===== src/rtl/seg_pkg.sv =====
// Shared definitions for the seg_scan_mux display scanner: blank code, scan states, sizing helper.
package seg_pkg;

  localparam logic [3:0] BLANK_CODE = 4'd10;

  typedef enum logic {
    SHOW = 1'b0,
    GAP  = 1'b1
  } scan_state_t;

  // Ceiling log2 for elaboration-time sizing; clog2(1) is 0.
  function automatic int clog2(input int n);
    int r;
    r = 0;
    for (int k = 0; k < 31; k++) begin
      if ((32'sd1 <<< k) < n) begin
        r = k + 1;
      end else begin
        r = r;
      end
    end
    return r;
  endfunction

endpackage


===== src/rtl/seg_lz_mask.sv =====
// Leading-zero blank mask: bit i set when nibbles DIGITS-1..i of the display value are all zero.
// Digit 0 is never masked so a zero value still shows a single "0".
module seg_lz_mask #(
  parameter int DIGITS = 4
) (
  input  logic [4*DIGITS-1:0] i_disp,
  output logic [DIGITS-1:0]   o_mask
);

  // Walk from the most significant nibble down, accumulating "everything above is zero".
  always_comb begin : lz_walk
    logic zero_above;
    zero_above = 1'b1;
    o_mask     = {DIGITS{1'b0}};
    for (int i = DIGITS - 1; i >= 0; i--) begin
      zero_above = zero_above & (i_disp[4*i +: 4] == 4'd0);
      if (i > 0) begin
        o_mask[i] = zero_above;
      end else begin
        o_mask[i] = 1'b0;
      end
    end
  end

endmodule


===== src/rtl/seg_scan_mux.sv =====
// Multiplexed common-anode 7-segment scanner with frame-synchronous value commit and blanking gaps.
// Define SEG_SCAN_LZB_EN to enable leading-zero blanking.
module seg_scan_mux
  import seg_pkg::*;
#(
  parameter int DIGITS       = 4,
  parameter int CLK_DIV      = 50000,
  parameter int BLANK_CYCLES = 2
) (
  input  logic                clk,
  input  logic                rst_n,
  input  logic [4*DIGITS-1:0] value_i,
  input  logic                load_i,
  output logic [3:0]          num_o,
  output logic [DIGITS-1:0]   dig_o,
  output logic                frame_o
);

  localparam int MAX_DB = (CLK_DIV > BLANK_CYCLES) ? CLK_DIV : BLANK_CYCLES;
  localparam int TW     = clog2((MAX_DB > 2) ? MAX_DB : 2);
  localparam int IW     = clog2((DIGITS > 2) ? DIGITS : 2);

  localparam logic [TW-1:0] T_ZERO    = {TW{1'b0}};
  localparam logic [TW-1:0] T_ONE     = TW'(1);
  localparam logic [TW-1:0] SHOW_LOAD = TW'(CLK_DIV - 1);
  localparam logic [TW-1:0] GAP_LOAD  = TW'((BLANK_CYCLES > 0) ? BLANK_CYCLES - 1 : 0);
  localparam logic [TW-1:0] BOOT_LOAD = TW'((BLANK_CYCLES > 1) ? BLANK_CYCLES - 2 : 0);
  localparam logic [IW-1:0] IDX_ZERO  = {IW{1'b0}};
  localparam logic [IW-1:0] IDX_ONE   = IW'(1);
  localparam logic [IW-1:0] LAST_IDX  = IW'(DIGITS - 1);

  scan_state_t         r_state;
  logic [TW-1:0]       r_timer;
  logic [IW-1:0]       r_idx;
  logic                r_boot;
  logic [4*DIGITS-1:0] r_disp;
  logic [4*DIGITS-1:0] r_pend;
  logic                r_pend_vld;
  logic [3:0]          r_num;
  logic [DIGITS-1:0]   r_dig;
  logic                r_frame;

  scan_state_t         w_state_nx;
  logic [TW-1:0]       w_timer_nx;
  logic [IW-1:0]       w_idx_nx;
  logic [IW-1:0]       w_idx_inc;
  logic                w_enter_show;
  logic                w_enter0;
  logic [4*DIGITS-1:0] w_disp_nx;
  logic [4*DIGITS-1:0] w_pend_nx;
  logic                w_pend_vld_nx;
  logic                w_lz_blank;
  logic [3:0]          w_num_nx;
  logic [DIGITS-1:0]   w_dig_nx;

  assign w_idx_inc = (r_idx == LAST_IDX) ? IDX_ZERO : (r_idx + IDX_ONE);
  assign w_enter0  = w_enter_show & (w_idx_nx == IDX_ZERO);

  // The reset GAP has no entry edge, so r_boot stretches it to the full BLANK_CYCLES.
  always_comb begin
    w_state_nx   = r_state;
    w_timer_nx   = r_timer;
    w_idx_nx     = r_idx;
    w_enter_show = 1'b0;
    case (r_state)
      SHOW: begin
        if (r_timer != T_ZERO) begin
          w_timer_nx = r_timer - T_ONE;
        end else if (BLANK_CYCLES == 0) begin
          w_state_nx   = SHOW;
          w_timer_nx   = SHOW_LOAD;
          w_idx_nx     = w_idx_inc;
          w_enter_show = 1'b1;
        end else begin
          w_state_nx = GAP;
          w_timer_nx = GAP_LOAD;
        end
      end
      GAP: begin
        if (r_boot && (BLANK_CYCLES > 1)) begin
          w_timer_nx = BOOT_LOAD;
        end else if (r_timer != T_ZERO) begin
          w_timer_nx = r_timer - T_ONE;
        end else begin
          w_state_nx   = SHOW;
          w_timer_nx   = SHOW_LOAD;
          w_idx_nx     = w_idx_inc;
          w_enter_show = 1'b1;
        end
      end
      default: begin
        w_state_nx = GAP;
        w_timer_nx = T_ZERO;
        w_idx_nx   = LAST_IDX;
      end
    endcase
  end

  // A load on the commit edge bypasses pending so it lands in this frame's digit 0.
  always_comb begin
    w_disp_nx     = r_disp;
    w_pend_nx     = r_pend;
    w_pend_vld_nx = r_pend_vld;
    if (w_enter0) begin
      if (load_i) begin
        w_disp_nx     = value_i;
        w_pend_nx     = value_i;
        w_pend_vld_nx = 1'b0;
      end else if (r_pend_vld) begin
        w_disp_nx     = r_pend;
        w_pend_vld_nx = 1'b0;
      end else begin
        w_disp_nx = r_disp;
      end
    end else if (load_i) begin
      w_pend_nx     = value_i;
      w_pend_vld_nx = 1'b1;
    end else begin
      w_pend_nx = r_pend;
    end
  end

`ifdef SEG_SCAN_LZB_EN
  logic [DIGITS-1:0] w_lz_mask;

  seg_lz_mask #(
    .DIGITS (DIGITS)
  ) u_lz_mask (
    .i_disp (w_disp_nx),
    .o_mask (w_lz_mask)
  );

  assign w_lz_blank = w_lz_mask[w_idx_nx];
`else
  assign w_lz_blank = 1'b0;
`endif

  always_comb begin
    w_num_nx = BLANK_CODE;
    w_dig_nx = {DIGITS{1'b1}};
    if (w_state_nx == SHOW) begin
      w_dig_nx = ~(DIGITS'(1) << w_idx_nx);
      if (w_lz_blank) begin
        w_num_nx = BLANK_CODE;
      end else begin
        w_num_nx = w_disp_nx[4*w_idx_nx +: 4];
      end
    end else begin
      w_num_nx = BLANK_CODE;
    end
  end

  // Outputs are registered from next-state values so they line up with the state they describe.
  always_ff @(posedge clk or negedge rst_n) begin
    if (!rst_n) begin
      r_state    <= GAP;
      r_timer    <= T_ZERO;
      r_idx      <= LAST_IDX;
      r_boot     <= 1'b1;
      r_disp     <= {(4*DIGITS){1'b0}};
      r_pend     <= {(4*DIGITS){1'b0}};
      r_pend_vld <= 1'b0;
      r_num      <= BLANK_CODE;
      r_dig      <= {DIGITS{1'b1}};
      r_frame    <= 1'b0;
    end else begin
      r_state    <= w_state_nx;
      r_timer    <= w_timer_nx;
      r_idx      <= w_idx_nx;
      r_boot     <= 1'b0;
      r_disp     <= w_disp_nx;
      r_pend     <= w_pend_nx;
      r_pend_vld <= w_pend_vld_nx;
      r_num      <= w_num_nx;
      r_dig      <= w_dig_nx;
      r_frame    <= w_enter0;
    end
  end

  assign num_o   = r_num;
  assign dig_o   = r_dig;
  assign frame_o = r_frame;

endmodule

===== config.mk =====
export PLATFORM = sky130hd
export DESIGN_NAME = seg_scan_mux
export DESIGN_NICKNAME = d
export VERILOG_FILES = /design/src/rtl/seg_pkg.sv /design/src/rtl/seg_lz_mask.sv /design/src/rtl/seg_scan_mux.sv
export SDC_FILE = /design/constraint.sdc
export NUM_CORES = 1
export LEC_CHECK = 0
export CAP_MARGIN = 15
export CELL_PAD_IN_SITES_DETAIL_PLACEMENT = 0
export CELL_PAD_IN_SITES_GLOBAL_PLACEMENT = 1
export CORE_ASPECT_RATIO = 2
export CORE_UTILIZATION = 41
export DETAILED_ROUTE_END_ITERATION = 12
export HOLD_SLACK_MARGIN = 0.06
export PLACE_DENSITY = 0.82
export SLEW_MARGIN = 10
export SYNTH_ARGS = -nofsm -noshare
export SYNTH_HDL_FRONTEND = slang
export SYNTH_SLANG_ARGS = --single-unit

===== constraint.sdc =====
create_clock -name clk -period 2.2 [get_ports clk]
set_clock_uncertainty 0.05 [all_clocks]
set_input_delay 0.22 -clock clk [delete_from_list [all_inputs] [get_ports clk]]
set_output_delay 0.22 -clock clk [all_outputs]
set_load 0.02 [all_outputs]

# Word-level counts from Yosys, hierarchy flattened
# Cells that the tools add are included.
[word_totals] regBits=62 in_bits=19 output_inout_bits=9 elab_cells=42
[classes] n_addsub=2 eq_ne=1 n_shift=2 muxes=21 bitwise_logic=3 n_reduce_logical=3
[ops] operator="16-bit 2-to-1 mux" count=6
[ops] operator="16-bit case mux with 2 select lines" count=1
[ops] operator="16-bit nonzero test" count=1
[ops] operator="16-bit by 5-bit variable part select with 4-bit output" count=1
[ops] operator="16-bit by 1-bit subtractor with 16-bit output, second input constant" count=1
[ops] operator="2-bit 2-to-1 mux" count=4
[ops] operator="4-bit 2-to-1 mux" count=2
[ops] operator="1-bit 2-to-1 mux" count=7
[ops] operator="4-bit NOT" count=1
[ops] operator="1-bit by 2-bit << shifter with 4-bit output, first input constant" count=1
[ops] operator="2-bit by 1-bit adder with 2-bit output, second input constant" count=1
[ops] operator="2-bit equality test, second input constant" count=1
[ops] operator="2-bit logical NOT" count=1
[ops] operator="1-bit case mux with 2 select lines" count=1
[ops] operator="2-bit nonzero test" count=1
[ops] operator="1-bit bitwise AND" count=1
[ops] operator="1-bit NOT" count=1

# Longest topological paths before layout
[logic_depth] depth_word=10 ltp_mapped=11

# Worst setup path before layout
# No wires, ideal clock.
[synth_timing] path_type="reg2reg" startpoint="register r_timer[0]" endpoint="register r_num[3], in the netlist num_o[3]" setup_ns=0.087 t_arrival_ns=2.213 required_time_ns=2.063 slack_ns=-0.151 path_stages_with_launch=10 n_path_buf=1 synth_period_minus_slack_ns=2.351 cell_sequence="dfrtp_1 > inv_1 > ha_1 > or3b_2 > nor4_4 > buf_4 > nand3_2 > a221o_1 > mux2i_1 > o211ai_2"
[synth_between] elab_chain_cells=9
[synth_rtl] element="from (decl)" line="seg_scan_mux.sv:33" rtl="logic [TW-1:0] r_timer;"
[synth_rtl] element="from (signal assigned)" line="seg_scan_mux.sv:168" rtl="r_timer <= w_timer_nx;"
[synth_rtl] element="16-bit nonzero test (*)" line="seg_scan_mux.sv:82" rtl="end else if (r_timer != T_ZERO) begin"
[synth_rtl] element="2-bit 2-to-1 mux" line="seg_scan_mux.sv:82"
[synth_rtl] element="2-bit 2-to-1 mux" line="seg_scan_mux.sv:80" rtl="if (r_boot && (BLANK_CYCLES > 1)) begin"
[synth_rtl] element="2-bit 2-to-1 mux" line="seg_scan_mux.sv:65" rtl="case (r_state)"
[synth_rtl] element="2-bit logical NOT" line="seg_scan_mux.sv:57" rtl="assign w_enter0 = w_enter_show & (w_idx_nx == IDX_ZERO);"
[synth_rtl] element="1-bit bitwise AND (*)" line="seg_scan_mux.sv:57"
[synth_rtl] element="16-bit 2-to-1 mux (*)" line="seg_scan_mux.sv:104" rtl="if (w_enter0) begin"
[synth_rtl] element="via w_disp_nx[11]" line="seg_scan_mux.sv:49" rtl="logic [4*DIGITS-1:0] w_disp_nx;"
[synth_rtl] element="16-bit by 5-bit variable part select with 4-bit output (*)" line="seg_scan_mux.sv:146" rtl="w_num_nx = w_disp_nx[4*w_idx_nx +: 4];"
[synth_rtl] element="4-bit 2-to-1 mux (*)" line="seg_scan_mux.sv:141" rtl="if (w_state_nx == SHOW) begin"
[synth_rtl] element="via w_num_nx[3]" line="seg_scan_mux.sv:53" rtl="logic [3:0] w_num_nx;"
[synth_rtl] element="to (signal assigned)" line="seg_scan_mux.sv:174" rtl="r_num <= w_num_nx;"
[synth_rtl] element="to (decl)" line="seg_scan_mux.sv:39" rtl="logic [3:0] r_num;"
# Mark *: on every way through the listed nets, which the timed path passes. The rest lies on a longest branch.
# A chain may end at the register's enable or synchronous reset.

# Final worst setup path
[layout_timing] startpoint="register r_timer[5]" endpoint="register r_num[3], in the netlist num_o[3]"
[layout_between] elab_chain_cells=9
[layout_rtl] element="16-bit nonzero test (*)" line="seg_scan_mux.sv:82"
[layout_rtl] element="2-bit 2-to-1 mux (*)" line="seg_scan_mux.sv:82"
[layout_rtl] element="2-bit 2-to-1 mux (*)" line="seg_scan_mux.sv:80"
[layout_rtl] element="2-bit 2-to-1 mux (*)" line="seg_scan_mux.sv:65"
[layout_rtl] element="via w_idx_nx[0]" line="seg_scan_mux.sv:45" rtl="logic [IW-1:0] w_idx_nx;"
[layout_rtl] element="2-bit logical NOT" line="seg_scan_mux.sv:57"
[layout_rtl] element="1-bit bitwise AND" line="seg_scan_mux.sv:57"
[layout_rtl] element="16-bit 2-to-1 mux" line="seg_scan_mux.sv:104"
[layout_rtl] element="16-bit by 5-bit variable part select with 4-bit output (*)" line="seg_scan_mux.sv:146"
[layout_rtl] element="4-bit 2-to-1 mux (*)" line="seg_scan_mux.sv:141"
[layout_rtl] element="via w_num_nx[3]" line="seg_scan_mux.sv:53"
# Marks and branches as above.

==> results.cfg <==
[placement]
place_congestion = 0.905
portBuffers = 27
dp.final_hpwl_um = 5640

[final_layout]
antenna_cells = 0
synthToLayoutAreaGrowth_pct = 39.1
drive_gt1_share_pct = 35.0
n_fill_cell = 627
fin_nets = 391

[detailed_routing]
via_per_inst = 5.47
wl_met2_um = 4370
drt_wl_total_um = 7640
drc = 0
wl_per_cell_um = 16.4
firstDrtPassIters = 4
met3_length_um = 182
top_layer_used = met4
final_antenna_net_count = 0
wl_met1_um = 2740
initialDrtViolationCount = 109
vias = 2548

[floorplan]
io_pins = 28
die_width_um = 63.2
coreArea_mm2 = 0.00727
start_util_pct = 42.2
die_h_um = 124
fp.dieArea_mm2 = 0.00785
num_rows = 44

[clock_network]
clock-root-buffer = clkbuf_16
cts_tree = done
clkTransAtPathRegs_ns = 0.05
numCtsBuffers = 9
cts.sinks = 62
clk_latency_ns = 0.33
h-tree-depth = 3
clk_path_buf_depth = 2

[setup_path]
worstPathArrival_ns = 2.50
critPathCaptureType = register
crit_type = register to register
cp_max_fo = 6
start_kind = register
cp.required_ns = 2.40
worst_r2r_path_depth = 8
rrSetupSlack_ns = -0.1

[timing]
holdWs_ns = 0.338
setup_viol = 7
setup_tns_ns = -0.475
final.min_clock_period_ns = 2.30
fin_crit_sh_pct = 104
slew_viol_final = 0
setup_slack_ns = -0.0967
finalHoldViolCount = 0
max_freq_mhz = 435
rsz0062_at_grt = true

[synthesis]
avgSynthCellArea_um2 = 10.5
synth_top_area_cell = dfrtp_1
synth-seq-cells = 62
yosysUniqueCellTypes = 55
ys_top_cells_by_area = dfrtp_1 (42%), dfstp_2 (8.6%), mux2_2 (5.1%)
yosysWarnings = 0
synth_top_area_share_pct = 42.4
seq_area_frac_synth_pct = 51.0
synth_fp_nets = 313
synthFlopType = dfrtp_1
synth_edf_count = 0
syn_area_mm2 = 0.00307
synthCells = 291
async_flop_share_pct = 100

[global_route]
antenna_found_initial = 0
grt_max_degree = 23
first_global_vias = 2624
grt_pass1_wl_um = 12600
grtUsageTotal_pct = 21.6
overflow = 0

[power_and_ir_drop]
power.density_mw_per_mm2 = 1340
power_uw = 5700
ir_worst_vdd_mv = 0.673
leakagePower_uw = 0.00184

[flow_run]
drv_cap = 0

[run_status]
violations = negative setup slack
status = complete, but fails checks

[worst_hold_path]
hold_path.class = primary input to async pin
[synthesized netlist by cell type (3+ instances only)]
library cell	number
dfrtp_1	52
nor2_1	20
nand2_1	17
a21oi_1	15
mux2_2	14
a31oi_1	13
nor2b_1	11
dfstp_2	10
o21ai_0	10
a22oi_1	8
clkbuf_1	7
inv_1	7
xnor2_1	7
nor3_1	6
o22ai_1	6
a21o_1	5
nand3_1	5
nand4_1	5
xor2_1	5
or2_2	4
or3_1	4
a211oi_1	3
a21boi_0	3
a221o_1	3
and3_1	3
and4_1	3
buf_4	3
ha_1	3
inv_2	3
mux2i_1	3
nand2b_1	3
o21ai_1	3
[sequential cells by signal, indices dropped and copies added (netlist names)]
| signal | cells |
|---|---|
| dig_o | 4 |
| frame_o | 1 |
| num_o | 4 |
| r_boot | 1 |
| r_disp | 16 |
| r_idx | 2 |
| r_pend | 16 |
| r_pend_vld | 1 |
| r_state | 1 |
| r_timer | 16 |
[path summary, 6_finish.rpt]
check,startpoint,endpoint
worst max-delay path,r_timer[5],num_o[3]
min in group clk,value_i[15],r_disp[15]
worst max register to register,r_timer[5],num_o[3]
max in group asynchronous,rst_n,r_idx[0]
worst min register to register,r_pend[9],r_pend[9]
worst min-delay path,rst_n,r_disp[11]
[placed cells by master, fill, tap and decap left out, drive strengths merged, types with 7 or more instances in the layout]
cell            n
dfrtp          52
xnor2           7
inv            10
nand2          18
a31oi          13
a21oi          16
a22oi           8
mux2           14
buf            52
nor2b          11
nor2           21
clkbuf         12
o21ai          13
clkdlybuf4s50  26
dfstp          10
[critical path, cell delays in order (launching register included)]
cell	delay, ns
dfrtp_1	0.39
or4_4	0.56
nor4_4	0.32
buf_4	0.18
nand2_2	0.08
a21oi_4	0.20
inv_4	0.08
a31oi_2	0.25
o211ai_2	0.12
[stage by stage]
step | utilization [%] | instances | setup WS [ns] | area [µm²]
2_1_floorplan | - | 291 | -0.0640 | 3120
3_3_place_gp | 51.8 | 442 | -0.205 | 3760
3_5_place_dp | 51.8 | 442 | -0.216 | 3760
4_1_cts | 57.5 | 465 | -0.0958 | 4180
5_1_grt | 58.7 | 466 | -0.200 | 4270
6_report | 58.7 | 466 | -0.0967 | 4270
[layout make-up]
type / count / area [µm²] / share of cell area [%]
tap: 92 / 115 / 2.70
inverter: 10 / 47.5 / 1.11
clock buffer: 12 / 256 / 6.01
sequential: 62 / 1560 / 36.7
timing repair buffer: 79 / 684 / 16.0
clock inverter: 4 / 45.0 / 1.06
multi-input combinational: 207 / 1550 / 36.4
[per-layer routing]
layer	global-route usage (%)	vias to the layer above
met3	4.03	23
met2	38.1	49
met5	0	-
met4	16.1	0
li1	-	1217
met1	21.7	1259
[logic make-up after synthesis]
family          count (synthesis)  synth area share (%)
buf+inv                        22                  3.10
compound gates                 80                  17.5
fa+ha+maj                       3                  1.22
simple gates                   94                  17.5
other cells                     1                 0.122
flops                          62                  51.0
mux                            17                  6.12
xor+xnor                       12                  3.43
[where the power goes]
group	switching, µW	internal, µW	total [µW]
registers	257	1540	1790
logic	1240	1250	2490
clock network	481	931	1410
total	1980	3720	5700
[what timing repair did]
| item | in CTS | in global routing |
|---|---|---|
| setup buffers | 6 | 1 |
| gates resized for setup | 17 | 24 |
| hold buffers | 1 | 0 |
| pin swaps | 8 | 2 |
| setup endpoints to repair | 18 | 33 |
| hold endpoints to repair | 18 | 0 |
No activity file was read; power rests on OpenSTA's default activity.
